File: src/rtl/seven_seg_pkg.sv
// Shared constants, scan state encoding and the hex-to-segment table for the
// multiplexed seven-segment display driver.
package seven_seg_pkg;

  localparam logic [6:0] SEG_OFF   = 7'h7F;
  localparam logic       ANODE_OFF = 1'b1;

  typedef enum logic {
    BLANK = 1'b0,
    DRIVE = 1'b1
  } scan_state_t;

  // Active-low segments, bit0 = CA ... bit6 = CG, common-anode display.
  function automatic logic [6:0] hexToSegments(input logic [3:0] nibble);
    logic [6:0] seg;
    case (nibble)
      4'h0: seg = 7'h40;
      4'h1: seg = 7'h79;
      4'h2: seg = 7'h24;
      4'h3: seg = 7'h30;
      4'h4: seg = 7'h19;
      4'h5: seg = 7'h12;
      4'h6: seg = 7'h02;
      4'h7: seg = 7'h78;
      4'h8: seg = 7'h00;
      4'h9: seg = 7'h10;
      4'hA: seg = 7'h08;
      4'hB: seg = 7'h03;
      4'hC: seg = 7'h46;
      4'hD: seg = 7'h21;
      4'hE: seg = 7'h06;
      default: seg = 7'h0E;
    endcase
    return seg;
  endfunction

endpackage

File: src/rtl/seven_seg_hex_decoder.sv
// Combinational nibble -> active-low segment pattern.
module seven_seg_hex_decoder
  import seven_seg_pkg::*;
(
  input  logic [3:0] nibble,
  output logic [6:0] segments
);

  assign segments = hexToSegments(nibble);

endmodule

File: src/rtl/seven_seg_scanner.sv
// Time-multiplexed common-anode display driver with frame-aligned word swap.
// Optional build macro LEADING_ZERO_BLANK_EN blanks leading zero digits.
module seven_seg_scanner
  import seven_seg_pkg::*;
#(
  parameter int NUM_DIGITS   = 8,
  parameter int BLANK_CYCLES = 4
) (
  input  logic                    cmosClock,
  input  logic                    resetN,
  input  logic                    scanClock,
  input  logic [4*NUM_DIGITS-1:0] value,
  input  logic [NUM_DIGITS-1:0]   dpMask,
  input  logic                    valueValid,
  output logic                    valueReady,
  output logic [NUM_DIGITS-1:0]   anode,
  output logic [6:0]              segment,
  output logic                    dp,
  output logic                    frameStart
);

  localparam int DIGIT_W = (NUM_DIGITS > 1) ? $clog2(NUM_DIGITS) : 1;
  localparam int CNT_W   = (BLANK_CYCLES > 1) ? $clog2(BLANK_CYCLES) : 1;
  localparam int WORD_W  = 4 * NUM_DIGITS;

  // Handshake: a word moves into the pending slot in any cycle where
  // valueValid & valueReady; valueReady is high exactly when the slot is empty.
  scan_state_t           state;
  logic [CNT_W-1:0]      blank_cnt;
  logic [DIGIT_W-1:0]    idx;
  logic                  scan_prev;
  logic                  tick;
  logic                  wrap;
  logic [WORD_W-1:0]     active_word;
  logic [NUM_DIGITS-1:0] active_dp;
  logic [WORD_W-1:0]     pending_word;
  logic [NUM_DIGITS-1:0] pending_dp;
  logic                  pending_full;
  logic [3:0]            nibble;
  logic [6:0]            dec_seg;
  logic [6:0]            next_seg;
  logic [NUM_DIGITS-1:0] digit_sel;

  assign tick       = scanClock & ~scan_prev;
  assign wrap       = (state == DRIVE) && tick && (idx == DIGIT_W'(NUM_DIGITS - 1));
  assign valueReady = ~pending_full;
  assign nibble     = active_word[{idx, 2'b00} +: 4];
  assign digit_sel  = NUM_DIGITS'(1) << idx;

  seven_seg_hex_decoder u_hex_decoder (
    .nibble   (nibble),
    .segments (dec_seg)
  );

`ifdef LEADING_ZERO_BLANK_EN
  logic upper_zero;
  assign upper_zero = ((active_word >> {idx, 2'b00}) == '0);

  always_comb begin
    next_seg = dec_seg;
    if ((idx != '0) && upper_zero) next_seg = SEG_OFF;
  end
`else
  always_comb begin
    next_seg = dec_seg;
  end
`endif

  always_ff @(posedge cmosClock) begin
    if (!resetN) begin
      state        <= BLANK;
      blank_cnt    <= '0;
      idx          <= '0;
      scan_prev    <= 1'b0;
      active_word  <= '0;
      active_dp    <= '0;
      pending_word <= '0;
      pending_dp   <= '0;
      pending_full <= 1'b0;
      anode        <= {NUM_DIGITS{ANODE_OFF}};
      segment      <= SEG_OFF;
      dp           <= 1'b1;
      frameStart   <= 1'b0;
    end else begin
      scan_prev  <= scanClock;
      frameStart <= 1'b0;

      // A wrap only copies a full slot, so a same-cycle offer can only fill an empty one.
      if (wrap && pending_full) begin
        active_word  <= pending_word;
        active_dp    <= pending_dp;
        pending_full <= 1'b0;
      end else if (valueValid && !pending_full) begin
        pending_word <= value;
        pending_dp   <= dpMask;
        pending_full <= 1'b1;
      end

      case (state)
        BLANK: begin
          if (blank_cnt == CNT_W'(BLANK_CYCLES - 1)) begin
            state      <= DRIVE;
            anode      <= ~digit_sel;
            segment    <= next_seg;
            dp         <= ~active_dp[idx];
            frameStart <= (idx == '0);
          end else begin
            blank_cnt <= blank_cnt + CNT_W'(1);
          end
        end
        DRIVE: begin
          if (tick) begin
            state     <= BLANK;
            blank_cnt <= '0;
            anode     <= {NUM_DIGITS{ANODE_OFF}};
            segment   <= SEG_OFF;
            dp        <= 1'b1;
            idx       <= wrap ? '0 : idx + DIGIT_W'(1);
          end
        end
        default: state <= BLANK;
      endcase
    end
  end

endmodule
File: config.mk
export PLATFORM = sky130hd
export DESIGN_NAME = seven_seg_scanner
export DESIGN_NICKNAME = d
export VERILOG_FILES = /design/src/rtl/seven_seg_pkg.sv /design/src/rtl/seven_seg_hex_decoder.sv /design/src/rtl/seven_seg_scanner.sv
export SDC_FILE = /design/constraint.sdc
export NUM_CORES = 1
export LEC_CHECK = 0
export CAP_MARGIN = 40
export CELL_PAD_IN_SITES_DETAIL_PLACEMENT = 0
export CELL_PAD_IN_SITES_GLOBAL_PLACEMENT = 2
export CORE_UTILIZATION = 32
export DETAILED_ROUTE_END_ITERATION = 8
export GPL_ROUTABILITY_DRIVEN = 0
export MAX_ROUTING_LAYER = met4
export PLACE_DENSITY_LB_ADDON = 0.1
export SYNTH_ARGS = -nofsm -noshare
export SYNTH_HDL_FRONTEND = slang
export SYNTH_SLANG_ARGS = --single-unit
File: constraint.sdc
create_clock -name cmosClock -period 3.2 [get_ports cmosClock]
set_clock_uncertainty 0.05 [all_clocks]
set_input_delay 0.48 -clock cmosClock [delete_from_list [all_inputs] [get_ports cmosClock]]
set_output_delay 0.48 -clock cmosClock [all_outputs]
set_load 0.005 [all_outputs]
==> results.sh, run 1 <==
export IMPL_p_leak_uw=0.00199
export IMPL_hold_buffers=0
export IMPL_end_kind="flip-flop"
export IMPL_clk_pin_slew_ns=0.07
export IMPL_hold_class="flip-flop to flip-flop"
export IMPL_ant_nets=0
export IMPL_utilization_pct=40.9
export IMPL_grt_pass1_vias=3416
export IMPL_crit_path_end="segment[5]$_SDFFE_PN1P_"
export IMPL_outcome="finished clean"
export IMPL_ys_flop_type="dfxtp_1"
export IMPL_finalMaxSlewViolations=0
export IMPL_finalCritPeriodShare_pct=85.4
export IMPL_nNetsFinal=614
export IMPL_rrSetupSlack_ns=0.47
export IMPL_dr_first_iter_drc_count=193
export IMPL_synthArstFlopShare_pct=0
export IMPL_yosysWarnings=0
export IMPL_ys_seq_area_share_pct=48.8
export IMPL_syn_inst=509
export IMPL_synth_largest_area_cell="dfxtp_1"
export IMPL_worstPathArrival_ns=2.92
export IMPL_grt_ovfl_total=0
export IMPL_post_cts_resize_count=0
export IMPL_synthTopCellsByArea="dfxtp_1 49%, nand2_1 16%, a21oi_1 10%"
export IMPL_grt_pass1_wl_um=17000
export IMPL_vias=3496
export IMPL_numCtsBuffers=9
export IMPL_start_kind="flip-flop"
export IMPL_slew_headroom_pct=58.8
export IMPL_fp_dieH_um=118
export IMPL_rsz0062_at_grt="false"
export IMPL_cp_required_ns=3.39
export IMPL_htreeDepth=3
export IMPL_drt_first_pass_iters=4
export IMPL_syn_to_final_growth_pct=25.3
export IMPL_drc=0
export IMPL_core_area_um2=13200
export IMPL_avgViaCountPerCell=4.74
export IMPL_dp_hpwl_um=6690
export IMPL_drt_wl_total_um=9880
export IMPL_row_count=42
export IMPL_postCtsSetupBuffers=0
export IMPL_regToRegEndpoint="segment[5]$_SDFFE_PN1P_"
export IMPL_wire_per_inst_um=13.4
export IMPL_grt_total_usage_pct=15.9
export IMPL_clock_path_buffers=2
export IMPL_cap_viol_max_count=0
export IMPL_start_util_pct=32.6
export IMPL_num_io_pins=62
export IMPL_synth_edf_count=0
export IMPL_fmax_mhz=366
export IMPL_path_class="flip-flop to flip-flop"
export IMPL_finalHoldViolCount=0
export IMPL_port_buffers=61
export IMPL_setup_violations=0
export IMPL_drive_gt1_share_pct=6.06
export IMPL_rr_worst_depth=7
export IMPL_ir_drop_mv=0.292
export IMPL_synth_top_area_share_pct=48.8
export IMPL_design_area_um2=5390
export IMPL_post_route_min_period_ns=2.73
export IMPL_synth_common_cells="180 x nand2_1, 105 x dfxtp_1, 86 x a21oi_1, 24 x clkbuf_1, 13 x ha_1"
export IMPL_clk_insertion_delay_late_ns=0.35
export IMPL_cts_tree="yes"
export IMPL_timing_rr_start="idx[0]$_SDFFE_PN0P_"
export IMPL_tightest_slew_ns=0.616
export IMPL_cts_sinks=105
export IMPL_placed_area_um2=5060
export IMPL_synth_net_count=566
export IMPL_power_density_nw_per_um2=548
export IMPL_avgSynthCellArea_um2=8.46
export IMPL_synth_cell_types=36
export IMPL_syn_cell_area_um2=4300
export IMPL_min_delay_start="active_word[7]$_SDFFE_PN0P_"
export IMPL_cts_root_buf="clkbuf_16"
export IMPL_antenna_found_initial=0
export IMPL_synth_most_common_cell="nand2_1"
export IMPL_antenna_cells=0
export IMPL_die_x_um=118
export IMPL_grt_max_degree=49
export IMPL_place_ws_ns=0.449
export IMPL_dieArea_um2=13900
export IMPL_worst_slack_ns=0.467
export IMPL_synth_seq_cells=105
export IMPL_worstPathMaxFanout=8
export IMPL_setup_tns_ns=0
export IMPL_cp_startpoint="idx[0]$_SDFFE_PN0P_"
-- metal layers --
| metal | share of wire, % | GRT usage (%) |
|---|---|---|
| met4 | 1.1 | 4.57 |
| met3 | 3.1 | 4.65 |
| met2 | 46 | 24.3 |
| met1 | 50 | 20.2 |
| met5 | 0 | - |
-- cell usage in the layout, fill, tap and decap left out, types with 3 or more instances in the layout --
cell,n
inv_2,3
mux4_1,9
nor3_1,5
o32a_1,3
clkdlybuf4s50_1,61
bufinv_16,3
o21ai_0,12
dfxtp_1,105
clkbuf_16,9
buf_4,8
nand2_1,180
ha_1,13
o22ai_1,3
nand3b_1,5
a21oi_1,86
mux2i_1,4
nand3_1,8
nor2_1,12
inv_1,7
-- through the flow --
step | instances | total power (uW) | hold slack [ns]
after floorplan | 509 | 1610 | 0.382
after global placement | 722 | 1750 | 0.392
after detailed placement | 722 | 1760 | 0.392
after CTS | 737 | 3010 | 0.403
after global routing | 737 | 3110 | 0.420
final | 737 | 2950 | 0.399
-- cells by family (layout without fill, tap and decap cells) --
family,after synthesis,count (layout),synth area share (%)
AO/OA/AOI/OAI,113,113,14.4
multiplexers,17,17,8.34
flip-flops,105,105,48.8
buffers and inverters,42,94,4.04
AND/OR/NAND/NOR,219,219,20.6
adder cells (fa/ha/maj),13,13,3.78
-- flip-flops by register name, summed over array words and instances (netlist names) --
name and cells:
active_dp 8, active_word 32, anode 8, blank_cnt 2, dp 1, frameStart 1
idx 3, pending_dp 8, pending_full 1, pending_word 32, scan_prev 1, segment 7
state 1
-- worst min-delay path by stage --
| stage | cells after the start | slack [ns] | to |
|---|---|---|---|
| after floorplan | 2 | 0.38 | active_dp[1]$_SDFFE_PN0P_ |
| after global placement | 2 | 0.39 | active_dp[0]$_SDFFE_PN0P_ |
| after detailed placement | 2 | 0.39 | active_word[7]$_SDFFE_PN0P_ |
| after CTS | 2 | 0.40 | active_word[7]$_SDFFE_PN0P_ |
| after global routing | 2 | 0.42 | active_word[4]$_SDFFE_PN0P_ |
| final | 2 | 0.40 | active_word[7]$_SDFFE_PN0P_ |
-- area by class of cell --
cell class	instances	area, um^2
Tap cell	176	220
Clock buffer	9	225
Inverter	10	37.5
Multi-Input combinational cell	362	2030
Fill cell	1380	7800
Sequential cell	105	2100
Timing Repair Buffer	69	671
Clock inverter	6	108
-- power breakdown --
group          total, uW  internal (uW)  switching (uW)
sequential          1410           1370            42.3
combinational        309            157             152
clock               1230            757             474
-- worst max-delay path, cell delays in order (launching register included) --
cell     delay [ns]
dfxtp_1        0.59
mux4_1         0.64
mux2i_1        0.45
inv_1          0.16
ha_1           0.27
nand2_1        0.07
a21oi_1        0.07
o32a_1         0.34
(Power assumes the default switching activity.)
==> run 2, diff against run 1 <==
--- a/config.mk
+++ b/config.mk
@@ -9,6 +9,7 @@
 export CELL_PAD_IN_SITES_DETAIL_PLACEMENT = 0
 export CELL_PAD_IN_SITES_GLOBAL_PLACEMENT = 2
 export CORE_UTILIZATION = 32
+export CTS_CLUSTER_SIZE = 12
 export DETAILED_ROUTE_END_ITERATION = 8
 export GPL_ROUTABILITY_DRIVEN = 0
 export MAX_ROUTING_LAYER = met4
==> results of run 2 <==
No change in the layout: final DEF, timing and power equal those of run 1.
